$ cat config.mk
export PLATFORM = sky130hd
export DESIGN_NAME = cpu_run_ctrl
export DESIGN_NICKNAME = d
export VERILOG_FILES = /design/src/rtl/cpu_run_ctrl.sv
export SDC_FILE = /design/constraint.sdc
export NUM_CORES = 1
export LEC_CHECK = 0
export CORE_UTILIZATION = 37
export CTS_BUF_LIST = sky130_fd_sc_hd__clkbuf_2
export DETAILED_ROUTE_END_ITERATION = 6
export MAX_ROUTING_LAYER = met4
export SYNTH_ARGS = -nofsm -noshare
export SYNTH_HDL_FRONTEND = slang
export SYNTH_SLANG_ARGS = --single-unit
$ cat constraint.sdc
create_clock -name clock -period 2.3 [get_ports clock]
set_input_delay 0.575 -clock clock [delete_from_list [all_inputs] [get_ports clock]]
set_output_delay 0.575 -clock clock [all_outputs]
set_load 0.005 [all_outputs]
$ cat src/rtl/cpu_run_ctrl.sv
// cpu_run_ctrl: execution controller for the single-cycle CPU board build.
// Conditions the board buttons/switch, then issues one-cycle instruction
// enables for single-step, divided free-run and PC breakpoint operation.
// Also keeps the seven-segment display page selector.
module cpu_run_ctrl #(
  parameter int DEBOUNCE_CYCLES = 1_000_000,
  parameter int RUN_DIV         = 25_000_000
) (
  input  logic        clock,
  input  logic        reset,
  input  logic        step_btn,
  input  logic        page_btn,
  input  logic        run_sw,
  input  logic        bp_en,
  input  logic [31:0] bp_addr,
  input  logic [31:0] cur_pc,
  output logic        cpu_ce,
  output logic [1:0]  state,
  output logic        bp_hit,
  output logic [15:0] instr_count,
  output logic [1:0]  page
);

  localparam int DB_W  = $clog2(DEBOUNCE_CYCLES + 1);
  localparam int DIV_W = $clog2(RUN_DIV);
  localparam logic [DB_W-1:0]  DB_LAST  = DB_W'(DEBOUNCE_CYCLES - 1);
  localparam logic [DIV_W-1:0] DIV_LAST = DIV_W'(RUN_DIV - 1);

  typedef enum logic [1:0] {
    HALT = 2'b00,
    STEP = 2'b01,
    RUN  = 2'b10,
    BRK  = 2'b11
  } st_t;

  // bit 0 = step button, bit 1 = page button, bit 2 = run switch
  logic [2:0]            sync_p0;
  logic [2:0]            sync_p1;
  logic [1:0]            acc;
  logic [1:0]            acc_d;
  logic [1:0]            ev;
  logic [1:0][DB_W-1:0]  db_cnt;
  logic [DIV_W-1:0]      div;
  st_t                   st;

  logic run_s;
  logic step_ev;
  logic page_ev;
  logic bp_match;

  assign run_s    = sync_p1[2];
  assign step_ev  = ev[0];
  assign page_ev  = ev[1];
  assign bp_match = bp_en && (cur_pc == bp_addr);
  assign state    = st;

  // Stage boundary: two-flop synchronizers for the asynchronous board inputs
  always_ff @(posedge clock or negedge reset) begin
    if (!reset) begin
      sync_p0 <= '0;
      sync_p1 <= '0;
    end else begin
      sync_p0 <= {run_sw, page_btn, step_btn};
      sync_p1 <= sync_p0;
    end
  end

  // Stage boundary: button debouncers; accepted level moves only after a full
  // run of differing samples, and a registered rising-edge pulse is produced
  always_ff @(posedge clock or negedge reset) begin
    if (!reset) begin
      acc    <= '0;
      acc_d  <= '0;
      ev     <= '0;
      db_cnt <= '0;
    end else begin
      for (int i = 0; i < 2; i++) begin
        if (sync_p1[i] != acc[i]) begin
          if (db_cnt[i] == DB_LAST) begin
            acc[i]    <= sync_p1[i];
            db_cnt[i] <= '0;
          end else begin
            db_cnt[i] <= db_cnt[i] + 1'b1;
          end
        end else begin
          db_cnt[i] <= '0;
        end
      end
      acc_d <= acc;
      ev    <= acc & ~acc_d;
    end
  end

  // Display page selector, independent of the run state
  always_ff @(posedge clock or negedge reset) begin
    if (!reset) begin
      page <= '0;
    end else if (page_ev) begin
      page <= page + 1'b1;
    end
  end

  // Run-control FSM with registered enable, breakpoint flag and pulse counter
  always_ff @(posedge clock or negedge reset) begin
    if (!reset) begin
      st          <= HALT;
      cpu_ce      <= 1'b0;
      bp_hit      <= 1'b0;
      div         <= '0;
      instr_count <= '0;
    end else begin
      cpu_ce <= 1'b0;
      if (cpu_ce) begin
        instr_count <= instr_count + 1'b1;
      end
      case (st)
        HALT: begin
          if (step_ev) begin
            st     <= STEP;
            cpu_ce <= 1'b1;
          end else if (run_s) begin
            st  <= RUN;
            div <= '0;
          end
        end
        STEP: begin
          st <= HALT;
        end
        RUN: begin
          if (!run_s) begin
            st  <= HALT;
            div <= '0;
          end else if (bp_match) begin
            st     <= BRK;
            bp_hit <= 1'b1;
          end else if (div == DIV_LAST) begin
            cpu_ce <= 1'b1;
            div    <= '0;
          end else begin
            div <= div + 1'b1;
          end
        end
        BRK: begin
          if (!run_s) begin
            st     <= HALT;
            bp_hit <= 1'b0;
          end else if (step_ev) begin
            st     <= STEP;
            cpu_ce <= 1'b1;
            bp_hit <= 1'b0;
          end
        end
        default: begin
          st     <= HALT;
          bp_hit <= 1'b0;
        end
      endcase
    end
  end

endmodule

# After elaboration in Yosys (flattened, before gate mapping)
# Index checks and enable logic that the tools add are counted.
# classes
n_addsub	5
eq_ne	17
mux	28
bitwise	2
reduce_logical	9
# ops
cell	count
$mux 25	5
$mux 20	4
$pmux 25 s2	1
$add 20x1->20 const B	2
$eq 20x20->1 const B	2
$eq 32x32->1	1
$add 25x1->25 const B	1
$eq 25x25->1 const B	1
$add 16x1->16 const B	1
$mux 2	6
$ne 3x3->1 const B	4
$mux 1	9
$ne 2x2->1 const B	4
$pmux 2 s4	1
$reduce_and 4->1	2
$eq 2x2->1 const B	2
$reduce_and 2->1	2
$reduce_bool 2->1	2
$pmux 1 s3	1
$reduce_and 3->1	1
$add 2x1->2 const B	1
$and 2x2->2	1
$eq 2x1->1 const B	1
$logic_not 2->1	1
4 further kinds	5
# totals
register_bits	99
out_inout_bits	22

# Longest topological paths before layout
# depth
depth_word	5
mapped_depth	8
ltp_nobuf	7

# Worst setup path before layout
# Ideal clock, no wire load.
# synth_path
path_type	input to register
start	in bp_addr[9]
end	reg div[13]
setup_time_ps	110
arrival_time_ps	1836
setup_slack_ps	354
stages	8
path_buffers	2
cell_sequence	xnor2_1 > o221ai_1 > nor4_1 > and4_1 > buf_2 > buf_2 > o31ai_1 > o41ai_1
# synth_between
elab_chain_len	4
# synth_lines
item	line_no	source
from (decl)	15	input logic [31:0] bp_addr,
$eq 32x32->1	54	assign bp_match = bp_en && (cur_pc == bp_addr);
$logic_and 1x1->1	54	
$ne 3x3->1 (no line)	n/a	
$reduce_and 4->1 (no line)	n/a	
to (signal assigned)	140	div <= div + 1'b1;
to (decl)	43	logic [DIV_W-1:0] div;
# Every way passes these cells.
# A chain may end at the register's enable or synchronous reset.

# Worst setup path in the final report
# layout_path
start	reg st[1] (netlist: state[1])
end	out state[1]
# layout_rtl
item	line_no	source
from (decl)	44	st_t st;
from (signal assigned)	106	st <= HALT;
from (signal assigned)	119	st <= STEP;
from (signal assigned)	122	st <= RUN;
to (decl)	18	output logic [1:0] state,
# No word-level cell between the ends.

==> summary.txt <==
STA
  • Period utilization: 95.3%
  • Final Skew: 0.0200 ns
  • Crit path time final: 2.19 ns
  • Rel. slew slack: 66.0%
  • Final Hold Vio Count: 0
  • Fmax: roughly 460 MHz
  • Final setup fails: 0
  • Worst Max-Slew Pin Slew: 0.510 ns
  • Final Max Tran Viols: 0

Detailed routing
  • WL final: 11300 µm
  • Total iterations of the first detailed-routing run: 6
  • DRC viols: 0
  • ANT nets after route: 0
  • First DRT Iteration DRCs: 243
  • Post-DR wirelength/cell: 13.8 µm
  • Vias per std cell: 5.17
  • Via count: 4226

Power
  • Power Dens Cells: 456 nW/µm²
  • Pwr Total: 2.99 mW
  • Leak: 2.73 nW
  • VDD IR max: about 0.00023 V

GRT
  • Vias in the first global route: 4233
  • First-pass GRT wire length: 19200 µm
  • Largest net degree at the start of global routing: 39
  • Total track usage: 17.1%
  • Grt ovf: 0
  • Initial antenna violation count: 1

Floorplanning
  • Boundary pin count: 92
  • Die area: between 10000 and 15000 µm²
  • Die X: 121 µm
  • # rows: 43
  • Initial Util: 37.7%
  • Core Area: 13800 µm²
  • DIE HEIGHT: 121 µm

Worst hold path
  • Worst min-delay path class: in -> reg
  • Min-delay src: run_sw

Cells and area
  • Most frequent cells in the layout: 93 x dfrtp_1, 90 x clkdlybuf4s50_1, 68 x nor2_1
  • Area of the multi-input gates: 2580 µm²
  • Final core occ: 47.5%
  • Register area: 2480 µm²
  • Most common cell after layout, fill and taps aside: dfrtp_1
  • Final nets: a little over 700
  • Layout cell share with drive strength beyond 1: 9.28%
  • Fill cells: roughly 1300
  • Layout area overhead: 25.8%

Clock tree
  • CTS Buf Count: 9
  • Clock buffer depth: 2
  • H-Tree Depth: 3
  • Root buffer cell: clkbuf_2
  • Clock transition at the registers of the reported paths: 0.26 ns
  • CTS tree: done
  • Worst-skew pair later-pin latency: 0.59 ns
  • Num Clock Sinks: 99

Placed design
  • I/O Buffers: between 90 and 100
  • Placer Congestion: 0.840
  • Hpwl dp: around 8300 µm

Synth
  • Syn Nets: approximately 600
  • Yosys warns: 0
  • Yosys reg bits: 99
  • Main synth FF type: dfrtp_1
  • Average size of a mapped cell: 9.88 µm²
  • Synth cell types: 49
  • Seq/Total Area, Yosys: 47.5%
  • Post-synth EDFFs: 0
  • Synth Instances: approximately 530
  • Post-Syn Area: 5220 µm²
  • Synth async-reset ratio: between 90% and 100%

Worst setup path
  • Max Fanout on Critical Path: 6
  • Critical path buffer and inverter count: 1
  • Worst path required time: 1.73 ns
  • Delay of the slowest critical-path stage: 0.55 ns
  • Worst Setup Path Type: reg -> out
  • CP startpoint: state[1]
  • Reg2reg end: div[5]
  • Reg-to-reg startpoint: div[0]
  • Crit path to: state[1]
  • Slack of the worst reg-to-reg path: 0.13 ns
  • WP data arrival: around 1.6 ns
  • Levels on crit path: 1
  • Worst reg-to-reg path cell count: 8
  • CP Cell Sequence: clkdlybuf4s50_1
  • Slowest cell on the critical path: clkdlybuf4s50_1
  • Setup crit end kind: primary output
  • Crit-path leading delay family: buffers and inverters
  • Critical Path Start Type: register

Run status
  • Status: finished, final reports clean

Flow run
  • MaxCap Viol Count: 0
[routing by layer]
layer	GRT usage [%]	part of all wire, %
met1	20.4	46
met2	27.9	48
met3	2.88	4.3
met4	8.26	2.2
met5	-	0
[final cells by class]
type | instances | area share [%]
Multi-Input combinational cell | 394 | 39.3
Sequential cell | 99 | 37.9
Timing Repair Buffer | 109 | 16.5
Tap cell | 180 | 3.43
Clock inverter | 7 | 1.16
Inverter | 18 | 1.03
Clock buffer | 9 | 0.686
Antenna cell | 1 | 0.0381
[Yosys cell counts (2+ instances only)]
library cell  number  area share, %
nor3_1             4           0.38
ha_1               4           0.96
o21ai_1            2           0.19
nor2_1            68            4.9
xnor2_1           51            8.6
and3_1            15            1.8
inv_1             18            1.3
a21oi_1            8           0.77
o22ai_1            2           0.24
a31oi_1            2           0.24
xor2_1            26            4.4
a41oi_1            3           0.50
nor4_1             7           0.84
o31ai_1           27            3.9
or3_1              2           0.24
and2_1             2           0.24
dfrtp_1           99             47
clkbuf_1           3           0.22
and4_1             6            1.0
nand4_1           23            2.8
o221ai_1           2           0.34
o21bai_1           2           0.29
nand4b_1           2           0.34
buf_2             10           0.96
buf_4              2           0.29
or2_2              3           0.36
nor2b_1           10            1.2
nand2_1           35            2.5
o41ai_1            9            1.5
mux2_2             3           0.65
o21ai_0            9           0.86
nand2b_1          11            1.3
buf_6              2           0.43
nor4b_1            2           0.34
nand3_1           35            3.4
o31ai_2            6            1.4
[worst min-delay path by stage]
stage / slack (ns) / cells past startpoint / end
detailed placement: 0.34 / 0 / sync_p1[2]
global placement: 0.34 / 0 / sync_p1[2]
finish: 0.38 / 1 / sync_p0[2]
floorplan: 0.28 / 0 / acc[0]
CTS: 0.32 / 1 / sync_p0[2]
global route: 0.30 / 1 / sync_p0[2]
[what timing repair did]
action | CTS | global route
gates resized for setup | 2 | 4
hold buffers | 1 | 0
setup buffers | 0 | 2
hold endpoints to repair | 34 | 0
endpoints found under the setup margin | 2 | 22
pin swaps | 0 | 1
cloned | 0 | 0
[state kept, by name, indices dropped and copies added, names as in the netlist, 3 cells and up]
| register | cells |
|---|---|
| instr_count | 16 |
| sync_p1 | 3 |
| db_cnt | 40 |
| div | 25 |
| sync_p0 | 3 |
[cells by family (layout without fill, tap and decap cells)]
kind of cell / Yosys count / after routing / synth area share [%]
other cells: 0 / 1 / 0
mux: 3 / 3 / 0.647
xor+xnor: 77 / 77 / 12.9
flops: 99 / 99 / 47.5
fa+ha+maj: 4 / 4 / 0.959
buf+inv: 35 / 143 / 3.19
compound gates: 76 / 76 / 11.2
simple gates: 234 / 234 / 23.6
[metrics by stage]
| step | setup WS (ns) | area [µm²] | TNS [ns] | cells | hold slack, ns |
|---|---|---|---|---|---|
| final | 0.108 | 6560 | 0 | 817 | 0.385 |
| after global routing | -0.00638 | 6560 | -0.0117 | 817 | 0.297 |
| after CTS | 0.00550 | 6540 | 0 | 814 | 0.318 |
| after detailed placement | -0.197 | 6410 | -4.76 | 797 | 0.338 |
| after global placement | -0.161 | 6410 | -3.25 | 797 | 0.336 |
| after floorplan | 0.354 | 5220 | 0 | 528 | 0.279 |
[power by group]
part / leakage, nW / switching [mW] / internal (mW)
clock: 0.0689 / 0.625 / 0.258
sequential: 1.34 / 0.0160 / 1.76
combinational: 1.32 / 0.150 / 0.181
(Power assumes the default switching activity.)
